$ cat src/rtl/muldiv_unit_pkg.sv
// Shared opcode encoding and opcode classification helpers for the HI/LO
// multiply/divide sequencer and the EX decoder.
package muldiv_unit_pkg;

  localparam logic [2:0] OP_MULT  = 3'd0;
  localparam logic [2:0] OP_MULTU = 3'd1;
  localparam logic [2:0] OP_DIV   = 3'd2;
  localparam logic [2:0] OP_DIVU  = 3'd3;
  localparam logic [2:0] OP_MTHI  = 3'd4;
  localparam logic [2:0] OP_MTLO  = 3'd5;

  function automatic logic op_is_mul(input logic [2:0] op);
    case (op)
      OP_MULT, OP_MULTU: op_is_mul = 1'b1;
      default:           op_is_mul = 1'b0;
    endcase
  endfunction

  function automatic logic op_is_div(input logic [2:0] op);
    case (op)
      OP_DIV, OP_DIVU: op_is_div = 1'b1;
      default:         op_is_div = 1'b0;
    endcase
  endfunction

  function automatic logic op_is_signed(input logic [2:0] op);
    case (op)
      OP_MULT, OP_DIV: op_is_signed = 1'b1;
      default:         op_is_signed = 1'b0;
    endcase
  endfunction

endpackage

$ cat src/rtl/muldiv_unit_sign_fix.sv
// Two's-complement conditioning of a double-width value: either the whole
// value (wide) or its two halves independently.
module md_sign_fix #(
  parameter int WIDTH = 32
) (
  input  logic [2*WIDTH-1:0] val,
  input  logic               wide,
  input  logic               neg_hi,
  input  logic               neg_lo,
  output logic [2*WIDTH-1:0] res
);

  // In wide mode neg_lo selects negation of the full value.
  always_comb begin
    res = val;
    if (wide) begin
      res = neg_lo ? -val : val;
    end else begin
      res[2*WIDTH-1:WIDTH] = neg_hi ? -val[2*WIDTH-1:WIDTH] : val[2*WIDTH-1:WIDTH];
      res[WIDTH-1:0]       = neg_lo ? -val[WIDTH-1:0]       : val[WIDTH-1:0];
    end
  end

endmodule

$ cat src/rtl/muldiv_unit.sv
// Multi-cycle shift-add multiplier / restoring divider owning the HI/LO pair.
// One 33-bit adder is shared by both algorithms.
module muldiv_unit
  import muldiv_unit_pkg::*;
#(
  parameter int WIDTH = 32
) (
  input  logic             CLK,
  input  logic             RST,
  input  logic             Start,
  input  logic [2:0]       Op,
  input  logic [WIDTH-1:0] Rdata1,
  input  logic [WIDTH-1:0] Rdata2,
  input  logic             MfReq,
  output logic             Busy,
  output logic             Done,
  output logic             Stall,
  output logic [WIDTH-1:0] Hi,
  output logic [WIDTH-1:0] Lo
);

  typedef enum logic [1:0] {IDLE = 2'd0, CALC = 2'd1, SIGN = 2'd2} state_t;

  localparam int CW = $clog2(WIDTH);
  localparam logic [CW-1:0] CNT_LAST = CW'(WIDTH - 1);

  state_t           state_r;
  logic [WIDTH-1:0] acc_r;   // product high half / remainder
  logic [WIDTH-1:0] lo_r;    // multiplier / quotient
  logic [WIDTH-1:0] opnd_r;  // multiplicand / divisor
  logic [CW-1:0]    cnt_r;
  logic [2:0]       op_r;
  logic             neg_q_r;
  logic             neg_r_r;
  logic             div0_r;

  logic [2*WIDTH-1:0] cap_s;
  logic [2*WIDTH-1:0] fix_s;
  logic               start_signed_s;
  logic               mul_s;
  logic [WIDTH:0]     shifted_s;
  logic [WIDTH:0]     add_a_s;
  logic [WIDTH:0]     add_b_s;
  logic               cin_s;
  logic [WIDTH:0]     sum_s;

  assign start_signed_s = op_is_signed(Op);
  assign mul_s          = op_is_mul(op_r);
  assign shifted_s      = {acc_r, lo_r[WIDTH-1]};

  md_sign_fix #(.WIDTH(WIDTH)) u_cap_fix (
    .val    ({Rdata1, Rdata2}),
    .wide   (1'b0),
    .neg_hi (start_signed_s & Rdata1[WIDTH-1]),
    .neg_lo (start_signed_s & Rdata2[WIDTH-1]),
    .res    (cap_s)
  );

  // Divide-by-zero results are delivered raw, without sign fix-up.
  md_sign_fix #(.WIDTH(WIDTH)) u_res_fix (
    .val    ({acc_r, lo_r}),
    .wide   (mul_s),
    .neg_hi (neg_r_r & ~div0_r),
    .neg_lo (neg_q_r & ~div0_r),
    .res    (fix_s)
  );

  // Shared adder: accumulate for multiply, trial subtract for divide.
  always_comb begin
    add_a_s = {1'b0, acc_r};
    add_b_s = {(WIDTH+1){1'b0}};
    cin_s   = 1'b0;
    if (mul_s) begin
      add_a_s = {1'b0, acc_r};
      add_b_s = lo_r[0] ? {1'b0, opnd_r} : {(WIDTH+1){1'b0}};
      cin_s   = 1'b0;
    end else begin
      add_a_s = shifted_s;
      add_b_s = ~{1'b0, opnd_r};
      cin_s   = 1'b1;
    end
    sum_s = add_a_s + add_b_s + {{WIDTH{1'b0}}, cin_s};
  end

  assign Busy  = (state_r != IDLE);
  assign Stall = MfReq & Busy;

  // Sequencer, iteration datapath and HI/LO registers.
  always_ff @(posedge CLK) begin
    if (RST) begin
      state_r <= IDLE;
      acc_r   <= {WIDTH{1'b0}};
      lo_r    <= {WIDTH{1'b0}};
      opnd_r  <= {WIDTH{1'b0}};
      cnt_r   <= {CW{1'b0}};
      op_r    <= 3'd0;
      neg_q_r <= 1'b0;
      neg_r_r <= 1'b0;
      div0_r  <= 1'b0;
      Hi      <= {WIDTH{1'b0}};
      Lo      <= {WIDTH{1'b0}};
      Done    <= 1'b0;
    end else begin
      Done <= 1'b0;
      case (state_r)
        IDLE: begin
          if (Start) begin
            case (Op)
              OP_MULT, OP_MULTU, OP_DIV, OP_DIVU: begin
                state_r <= CALC;
                op_r    <= Op;
                cnt_r   <= {CW{1'b0}};
                acc_r   <= {WIDTH{1'b0}};
                lo_r    <= op_is_mul(Op) ? cap_s[WIDTH-1:0] : cap_s[2*WIDTH-1:WIDTH];
                opnd_r  <= op_is_mul(Op) ? cap_s[2*WIDTH-1:WIDTH] : cap_s[WIDTH-1:0];
                neg_q_r <= start_signed_s & (Rdata1[WIDTH-1] ^ Rdata2[WIDTH-1]);
                neg_r_r <= start_signed_s & Rdata1[WIDTH-1];
                div0_r  <= op_is_div(Op) & (Rdata2 == {WIDTH{1'b0}});
              end
              OP_MTHI: Hi <= Rdata2;
              OP_MTLO: Lo <= Rdata2;
              default: state_r <= IDLE;
            endcase
          end
        end
        CALC: begin
          if (mul_s) begin
            acc_r <= sum_s[WIDTH:1];
            lo_r  <= {sum_s[0], lo_r[WIDTH-1:1]};
          end else if (!sum_s[WIDTH]) begin
            acc_r <= sum_s[WIDTH-1:0];
            lo_r  <= {lo_r[WIDTH-2:0], 1'b1};
          end else begin
            acc_r <= shifted_s[WIDTH-1:0];
            lo_r  <= {lo_r[WIDTH-2:0], 1'b0};
          end
          cnt_r <= cnt_r + 1'b1;
          if (cnt_r == CNT_LAST) begin
            state_r <= SIGN;
          end else begin
            state_r <= CALC;
          end
        end
        SIGN: begin
          Hi      <= fix_s[2*WIDTH-1:WIDTH];
          Lo      <= fix_s[WIDTH-1:0];
          Done    <= 1'b1;
          state_r <= IDLE;
        end
        default: state_r <= IDLE;
      endcase
    end
  end

endmodule

$ cat config.mk
export PLATFORM = sky130hd
export DESIGN_NAME = muldiv_unit
export DESIGN_NICKNAME = d
export VERILOG_FILES = /design/src/rtl/muldiv_unit_pkg.sv /design/src/rtl/muldiv_unit_sign_fix.sv /design/src/rtl/muldiv_unit.sv
export SDC_FILE = /design/constraint.sdc
export NUM_CORES = 1
export LEC_CHECK = 0
export ABC_AREA = 1
export BUFFER_PORTS_ARGS = -buffer_cell sky130_fd_sc_hd__buf_4
export CAP_MARGIN = 20
export CORE_UTILIZATION = 51
export CTS_BUF_LIST = sky130_fd_sc_hd__clkbuf_8
export CTS_CLUSTER_DIAMETER = 80
export DETAILED_ROUTE_END_ITERATION = 8
export GPL_TIMING_DRIVEN = 0
export PLACE_DENSITY = 0.72
export SLEW_MARGIN = 20
export SYNTH_ARGS = -nofsm -noshare
export SYNTH_HDL_FRONTEND = slang
export SYNTH_HIERARCHICAL = 1
export SYNTH_SLANG_ARGS = --single-unit
$ cat constraint.sdc
create_clock -name CLK -period 3.8 [get_ports CLK]
set_input_delay 0.76 -clock CLK [delete_from_list [all_inputs] [get_ports CLK]]
set_output_delay 0.76 -clock CLK [all_outputs]
set_load 0.03 [all_outputs]
# After elaboration in Yosys (flattened, before gate mapping)
# Index checks and enable logic that the tools add are counted.
dict set report word_totals {
  reg_bits 174
}
dict set report classes {
  add_sub_neg 8
  eq_ne 14
  muxes 48
  bitwise_logic 10
  n_reduce_logical 18
}
# operator count
set ops {}
lappend ops {{32-bit 2-to-1 mux} 18}
lappend ops {{32-bit case mux with 2 select lines} 4}
lappend ops {{64-bit 2-to-1 mux} 2}
lappend ops {{32-bit negator} 4}
lappend ops {{33-bit 2-to-1 mux} 2}
lappend ops {{64-bit negator} 1}
lappend ops {{33-bit by 1-bit adder with 33-bit output} 1}
lappend ops {{33-bit adder} 1}
lappend ops {{32-bit NOT with 33-bit output} 1}
lappend ops {{32-bit zero test} 1}
lappend ops {{1-bit 2-to-1 mux} 15}
lappend ops {{3-bit AND reduction} 4}
lappend ops {{5-bit 2-to-1 mux} 2}
lappend ops {{5-bit case mux with 2 select lines} 1}
lappend ops {{2-bit OR reduction} 5}
lappend ops {{2-bit case mux with 2 select lines} 2}
lappend ops {{1-bit bitwise AND} 7}
lappend ops {{3-bit by 1-bit == test with 1-bit output, second input constant} 2}
lappend ops {{3-bit by 2-bit == test with 1-bit output, second input constant} 2}
lappend ops {{3-bit == test, second input constant} 2}
lappend ops {{3-bit zero test} 2}
lappend ops {{2-bit by 1-bit inequality test with 1-bit output, second input constant} 3}
lappend ops {{2-bit nonzero test} 3}
lappend ops {{5-bit by 1-bit adder with 5-bit output, second input constant} 1}
lappend ops {{10 further kinds} 12}

# Logic depth before layout (Yosys ltp)
# Gate-level depths: netlist of run 1.
dict set report depth {
  depth_word 11
  depth_mapped 26
  ltp_nobuf 21
}

# Cells and area by module
# The synthesis of run 1 kept the hierarchy.
# module n_inst cells_each area_each_um2
set by_module_without_submodules {}
lappend by_module_without_submodules {muldiv_unit 1 1913 11842.6}
lappend by_module_without_submodules {md_sign_fix 2 510 2404.8}

# Least setup slack after synthesis of run 1
# OpenSTA, ideal clock, no wires.
dict set report synth_path {
  path_kind {reg2reg}
  start {register op_r[2]}
  end {register acc_r[26]}
  setup_ps 138
  t_arrival_ps 3420
  setup_slack_ps 243
  path_stages_with_launch 25
  period_less_slack_ps 3557
  cell_sequence {dfxtp_1 -> nor2_1 -> clkbuf_1 -> clkbuf_1 -> nand3_1 -> o21ai_0 -> inv_1 -> fa_1 -> fa_1 -> inv_1 -> nand3_1 -> nand2_2 -> nand2_2 -> nand2_2 -> nand2_2 -> nand2_4 -> nand2_4 -> nand3_2 -> nand2_2 -> buf_6 -> buf_12 -> nand2_2 -> nand3_1 -> nand2_1 -> a21oi_2}
}
dict set report synth_via {
  elab_chain_len 9
  word_cells_on_any_way 12
}
# item line_no
set synth_rtl {}
lappend synth_rtl {{start: declaration} muldiv_unit.sv:32} ;# logic [2:0] op_r;
lappend synth_rtl {{start signal: assignment} muldiv_unit.sv:111} ;# op_r <= Op;
lappend synth_rtl {{3-bit by 1-bit == test with 1-bit output or 3-bit zero test (tied branches)} muldiv_unit_pkg.sv:13} ;# case (op)
lappend synth_rtl {{2-bit OR reduction (*)} muldiv_unit_pkg.sv:13}
lappend synth_rtl {{1-bit 2-to-1 mux (*)} muldiv_unit_pkg.sv:13}
lappend synth_rtl {{33-bit 2-to-1 mux} muldiv_unit.sv:73} ;# if (mul_s) begin
lappend synth_rtl {{33-bit adder} muldiv_unit.sv:82} ;# sum_s = add_a_s + add_b_s + {{WIDTH{1'b0}}, cin_s};
lappend synth_rtl {{33-bit by 1-bit adder with 33-bit output} muldiv_unit.sv:82}
lappend synth_rtl {{32-bit 2-to-1 mux} muldiv_unit.sv:130} ;# end else if (!sum_s[WIDTH]) begin
lappend synth_rtl {{32-bit 2-to-1 mux (*)} muldiv_unit.sv:127} ;# if (mul_s) begin
lappend synth_rtl {{32-bit case mux with 2 select lines (*)} muldiv_unit.sv:105} ;# case (state_r)
lappend synth_rtl {{end signal: assignment} muldiv_unit.sv:128} ;# acc_r <= sum_s[WIDTH:1];
lappend synth_rtl {{end signal: assignment} muldiv_unit.sv:131} ;# acc_r <= sum_s[WIDTH-1:0];
lappend synth_rtl {{end signal: assignment} muldiv_unit.sv:134} ;# acc_r <= shifted_s[WIDTH-1:0];
lappend synth_rtl {{end: declaration} muldiv_unit.sv:28} ;# logic [WIDTH-1:0] acc_r;
# Mark *: on every way between the ends. The rest lies on a longest branch, timed or not.
# A chain may end at the register's enable or synchronous reset.

# Worst setup path in the final report of run 1
dict set report layout_path {
  start {register op_r[2]}
  end {register acc_r[25]}
}
# The elaborated chain is that of the path after synthesis.

==> metrics.txt, run 1 <==
status=completed; FFs w/ async S/R, synth=0%; CP Cell Sequence=nor2_4, buf_4, clkbuf_2, clkbuf_4, o21ai_0, ha_1, nand2_1, nand2_1, inv_2, nand2_2, nand2_2, nand2_2, nand2_2, nand2_4, nand2_4, nand2_4, nand2_4, nand2_2, buf_6, buf_12, nand2_2, nand3_1, nand2_1, a21oi_2; die area=33400 um^2; Die Width=183 um; total power=between 4000 and 5000 uW; Clock power frac=a little over a quarter; CP delay by family, top=simple AND/OR/NAND/NOR gates; clock skew=between 20 and 25 ps; DRT iter0 DRCs=3016; TritonCTS buffer count=17; Final Hold Violating Endpoints=0; first-pass GRT wire length=107000 um; crit path capture type=register; Slew @ Worst Pin=between 700 and 800 ps; worst hold path class=register to register; Crit path arrival time=approximately 4200 ps; startpoint class of the critical path=register; Max rail drop VDD=roughly 260 uV; unrepaired setup endpoints after global routing=yes; Distinct cells, synth=50; sequential share of the synthesized area=~21%; clock tree buffer depth=2; EDFF count, synth=0; Syn. warnings=6; Sw Ratio=41.7%; Tcrit/Tclk final=a little over nine tenths; Mapped Area=16700 um^2; max_slew headroom=about 47%; Reg clk slew, reported paths=approximately 100 ps; H-tree Lvls=4; syn avg cell area=between 5 and 6 um^2; Worst-Skew Late Latency=around 500 ps; final slew viol count=0; crit path kind=register to register; Critical Path Slowest Stage Cell=ha_1; Via Count=~21000; DRT Pass-1 Iters=7; number of max-cap violations=0; minimum clock period=approximately 3700 ps; CTS tree=yes; #FFs+latches synth=~170; Pwr Density=between 200 and 300 nW/um^2; GPL Wtd Cong=approximately 1.1; largest net degree at the start of global routing=20; worst setup margin=59.9 ps; switching power=2080 uW; total detailed-routing wirelength=between 70000 and 80000 um; Initial Util=52.4%; number of global-route vias before repair=about 19000; Layout Utilization=59.3%; commonest non-fill, non-tap cell in the layout=nand2_1; cells after synthesis=roughly 3000; Final ANT Viol Nets=0; Root Buffer=clkbuf_8; wire per inst=between 20 and 25 um; max incr delay on CP=between 400 and 500 ps; Die Height=between 150 and 200 um; Data required, critical path=roughly 4200 ps; Comb pwr share=roughly 33%; share of cells above drive strength 1=11.4%; HPWL after detailed placement=~59000 um; IO Pins=between 100 and 150; CP Buf/Inv Count=6; Buffers on Ports=roughly 140; Setup WS pre-CTS=-710 ps; Post-DP Area=approximately 18000 um^2; Post-route DRC=0; antenna violations before repair=1; crit path max fanout=10; vias per cell=between 5 and 6; FILL cells=about 3300; GRT Util Overall=a little over two fifths; clock sinks=between 150 and 200; gr ovfl total=0; area of the core=around 32000 um^2; # nets final=3209; share of total power in sequential cells=around two fifths; area delta synth->final=13.2%; Post-Layout Inst Area=between 15000 and 20000 um^2; CP dominant cell by count=nand2_2; FP Rows=between 60 and 70; Pint=between 2000 and 3000 uW; number of antenna repair diodes=0; most frequent cells in the layout=nand2_1, nor2_1, nand3_1; Max Freq=around 0.27 GHz; Lkg Pwr=roughly 0.009 uW; final setup fails=0; ys flop type=dfxtp_1
layer usage:
metal / vias to the layer above / global-route usage (%) / wire [um]
li1: 9897 / - / -
met1: 9542 / 55.5 / 29000
met2: 1417 / 63.2 / 29500
met3: 257 / 7.64 / 8180
met4: 0 / 25.6 / 4800
met5: - / 0 / 0
cell usage after synthesis (4+ instances only):
cell      number  area share [%]
nand3_2        8            0.48
nand2_4        8            0.54
nor2_1       358             8.1
nor4_1        10            0.38
clkinv_1       4           0.090
nand2_2       25            0.94
dfxtp_1      173              21
nand4_1       51             1.9
nor2_4         5            0.34
inv_1        290             6.5
xor2_1        61             3.2
nor2_2        25            0.94
xnor2_1       29             1.5
a21oi_2       14            0.74
o21bai_1       9            0.41
clkbuf_1     106             2.4
o21ai_0      269             8.1
nor3_1        10            0.30
buf_2         10            0.30
ha_1          38             2.9
buf_1         11            0.25
a21oi_1       92             2.8
nand3_1      297             8.9
mux2i_1       18             1.1
inv_2         20            0.45
nand2_1      836              19
o21ai_1       16            0.48
a31oi_1       95             3.6
power by group through the flow:
stage	clock network, uW	registers (uW)	logic, uW
2_1_floorplan	0	2070	944
3_3_place_gp	0	2060	1510
3_5_place_dp	0	2060	1530
4_1_cts	1330	2020	1540
5_1_grt	1400	2040	1730
6_report	1340	2030	1620
state kept, by name (all words and copies together) (netlist names):
signal,cells
Hi,32
Lo,32
acc_r,32
lo_r,32
opnd_r,32
cnt_r,5
op_r,2
state_r,2
Done,1
div0_r,1
neg_q_r,1
neg_r_r,1
repair_timing:
action | CTS | global route
pin swaps | 2 | 3
buffers inserted | 4 | 2
hold buffers | 0 | 0
setup endpoints to repair | 33 | 33
resized for setup | 17 | 60
kinds of logic after synthesis:
kind of cell / synth area share (%)
AOI/OAI and AO/OA: 16.8
buffers and inverters: 10.6
adders and majority gates: 3.10
xor gates and xnor gates: 4.93
DFF: 20.8
other: 0.0225
muxes: 1.08
and+or+nand+nor: 42.7
area by class of cell:
type	instances	area (um^2)	share of cell area, %
Clock inverter	15	174	0.922
Timing Repair Buffer	143	1070	5.69
Buffer	135	648	3.44
Sequential cell	173	3470	18.4
Clock buffer	17	234	1.24
Inverter	314	1180	6.25
Tap cell	435	544	2.89
Multi-Input combinational cell	2314	11500	61.2
through the flow:
step	hold WS, ps	setup TNS [ps]	std cells
6_report	479	0	3546
3_5_place_dp	439	-20750	3508
2_1_floorplan	422	0	2936
5_1_grt	499	-102	3546
4_1_cts	478	0	3544
3_3_place_gp	429	-18330	3508
worst paths after layout:
| kind | startpoint | endpoint | slack, ps | cells past startpoint |
|---|---|---|---|---|
| max | op_r[2] | acc_r[25] | 60 | 24 |
| max reg2reg | op_r[2] | acc_r[25] | 60 | 24 |
| min | op_r[2] | op_r[2] | 480 | 2 |
| min reg2reg | op_r[2] | op_r[2] | 480 | 2 |
worst min-delay path, stage by stage, from the launching register on:
cell     delay (ps)
dfxtp_2         360
inv_1            60
nor2_1           40
(Power assumes the default switching activity.)
==> run 2, diff against run 1 <==
- MAX_ROUTING_LAYER: not set -> met4
- RECOVER_POWER: not set -> 50
- SYNTH_HIERARCHICAL: 1 -> not set
==> metrics.txt, run 2 <==
status=completed; Mapped Area=16400 um^2 (-1.3%); Root Buffer=clkbuf_8; DRT iter0 DRCs=3480 (+15%); CP delay by family, top=simple AND/OR/NAND/NOR gates; area of the core=31600 um^2 (-0.51%); TritonCTS buffer count=17 (unchanged); crit path kind=register to register; FFs w/ async S/R, synth=0% (unchanged); switching power=2140 uW (+3.3%); Critical Path Slowest Stage Cell=ha_1; startpoint class of the critical path=register; worst setup margin=125 ps (+64.9 ps); max_slew headroom=35.0% (-12 points); CP Cell Sequence=nor2_4, buf_6, buf_2, clkbuf_4, o21ai_0, ha_1, nand2_1, nand2_1, inv_1, nand2_1, nand2_1, nand2_1, nand2_1, nand2_1, nand2_1, nand2_1, nand2_1, nand2_1, nand3_1, nand2_1, nand2_1, a21oi_1; final slew viol count=0 (unchanged); number of antenna repair diodes=0 (unchanged); Distinct cells, synth=46 (-8.0%); ys flop type=dfxtp_1; die area=33000 um^2 (-1.2%); vias per cell=6.09 (+2.2%); Cells after DPL=3514 (+0.17%); mux share of post-synthesis cell area=0% (-1.1 points); Crit path arrival time=4120 ps (-40 ps); max incr delay on CP=480 ps (+40 ps); DRT Pass-1 Iters=7 (unchanged); # nets final=3244 (+1.1%); area delta synth->final=10.5%; Data required, critical path=4250 ps (+30 ps); Post-Layout Inst Area=18200 um^2 (-3.6%); dominant cell type by area after synthesis=dfxtp_1; crit path max fanout=10 (unchanged); Pwr Density=278 nW/um^2 (+5.3%); sequential share of the synthesized area=21.1% (+0.27 points); CP Buf/Inv Count=4 (-2); Setup WS pre-CTS=-890 ps (-180 ps); Sw Ratio=42.4% (+0.74 points); Syn. warnings=0 (-6); minimum clock period=3680 ps (-64.9 ps); H-tree Lvls=4 (unchanged); Synth Area in Adders=3.14% (+0.040 points); Post-Synth XOR/XNOR Area=3.41% (-1.5 points); total detailed-routing wirelength=77200 um (+7.9%); clock sinks=173 (unchanged); filler-free cell count of the finished design=3548 (+0.056%); Slew @ Worst Pin=972 ps (+190 ps); Die Height=182 um (-0.63%); top-count cell post-synth=nand2_1; Final Hold Violating Endpoints=0 (unchanged); Final ANT Viol Nets=0 (unchanged); GRT Util Overall=47.3% (+5.4 points); Die Width=182 um (-0.63%); Post-synth top cells=nand2_1, nor2_1, inv_1; worst hold start=opnd_r[28]; share of cells above drive strength 1=5.98% (-5.5 points); #FFs+latches synth=173 (unchanged); area share of the largest cell type after synthesis=21.1% (+0.27 points); wire per inst=21.7 um (+7.8%); Reg clk slew, reported paths=100 ps (about the same); Via Count=21600 (+2.3%); Lkg Pwr=0.00861 uW (-6.1%); largest net degree at the start of global routing=20 (unchanged); syn avg cell area=5.52 um^2 (-2.7%); Fin Setup TNS=0 ps (unchanged); CP dominant cell by count=nand2_1; main area contributors after synthesis=dfxtp_1, nand2_1, nand3_1, nor2_1, o21ai_0; Initial Util=52.0% (-0.40 points); IO Pins=138 (unchanged); FP Rows=65 (unchanged); Max rail drop VDD=244 uV (-7.4%); Clock power frac=27.5% (+0.7 points); most frequent cells in the layout=nand2_1, nor2_1, inv_1; CTS tree=yes; largest family of logic cells by synthesized area=simple AND/OR/NAND/NOR gates; commonest non-fill, non-tap cell in the layout=nand2_1; first-pass GRT wire length=114000 um (+6.8%); GPL Wtd Cong=1.12 (+6.2%); worst hold path class=register to register; number of global-route vias before repair=19300 (+3.3%); Max Freq=0.272 GHz (+1.8%); Post-DP Area=18000 um^2 (-1.5%); gr ovfl total=0 (unchanged); Buffers on Ports=136 (-0.73%); clock skew=27.7 ps (+3.67 ps); Pint=2910 uW (+0.19%); clock tree buffer depth=2 (unchanged); HPWL after detailed placement=63600 um (+8.0%); Post-Synth Simple-Gate Area=42.1% (-0.56 points); Comb pwr share=32.8% (+0.3 points); area fraction in compound gates after synthesis=18.6% (+1.8 points); number of max-cap violations=0 (unchanged); worst reg2reg startpoint=op_r[1]; worst setup path start=op_r[1]; share of total power in sequential cells=39.7% (-1.0 points); antenna violations before repair=0 (-1); Post-route DRC=0 (unchanged); FILL cells=3480 (+5.8%); cells after synthesis=2976 (+1.5%); EDFF count, synth=0 (unchanged); final setup fails=0 (unchanged); syn nets=3087; Worst-Skew Late Latency=530 ps (+30 ps); Tcrit/Tclk final=96.7% (-1.7 points); crit path capture type=register; unrepaired setup endpoints after global routing=no
run 2: final timing paths:
check                to  slack (ps)  cells past startpoint
min reg2reg  opnd_r[28]         470                      2
max reg2reg   acc_r[31]         120                     22
max           acc_r[31]         120                     22
min          opnd_r[28]         470                      2
run 2: final cells by class:
type                            count  area [um^2]  area share, %
Multi-Input combinational cell   2309        11100           60.9
Sequential cell                   173         3460           19.1
Inverter                          361         1360           7.46
Timing Repair Buffer              139          788           4.34
Buffer                            132          603           3.32
Tap cell                          402          503           2.77
Clock buffer                       17          234           1.29
Clock inverter                     15          164          0.902
run 2: worst reg2reg max path, stage by stage, from the launching register on:
cell	delay, ps
dfxtp_1	350
nor2_4	210
buf_6	200
buf_2	280
clkbuf_4	290
o21ai_0	240
ha_1	480
nand2_1	90
nand2_1	110
inv_1	50
nand2_1	160
nand2_1	70
nand2_1	150
nand2_1	70
nand2_1	160
nand2_1	130
nand2_1	70
nand2_1	70
nand2_1	100
nand3_1	80
nand2_1	90
nand2_1	50
a21oi_1	130
run 2: metrics by stage:
step                utilization (%)  power [uW]  hold WS (ps)
floorplan                         -        3010           420
global placement               56.8        3620           426
detailed placement             56.8        3630           443
CTS                            58.2        4980           473
global route                   57.4        5240           497
finish                         57.4        5060           473
run 2: logic make-up (layout without fill, tap and decap cells):
group                    after synthesis  count (layout)
XOR/XNOR                              64              64
buffers and inverters                494             664
adder cells (fa/ha/maj)               40              40
AO/OA/AOI/OAI                        567             567
flip-flops                           173             173
AND/OR/NAND/NOR                     1638            1638
run 2: power by group through the flow:
stage	sequential, uW	combinational (uW)	clock [uW]
final	2010	1660	1390
after global routing	2010	1770	1450
after CTS	2000	1600	1380
after detailed placement	2040	1590	0
after global placement	2040	1580	0
after floorplan	2060	953	0
run 2: layer usage:
| metal | part of all wire (%) | wire (um) | vias up | global-route usage, % |
|---|---|---|---|---|
| li1 | - | - | 9983 | - |
| met1 | 39 | 29700 | 9766 | 58.3 |
| met2 | 41 | 31700 | 1514 | 68.6 |
| met3 | 12 | 9500 | 332 | 10.2 |
| met4 | 8.1 | 6250 | 0 | 33.1 |
| met5 | 0 | 0 | - | - |
run 2: repair_timing:
item | CTS | global route
gates resized for setup | 23 | 16
hold buffers | 0 | 0
endpoints found under the setup margin | 33 | 33
setup buffers | 0 | 3
pin swaps | 0 | 2
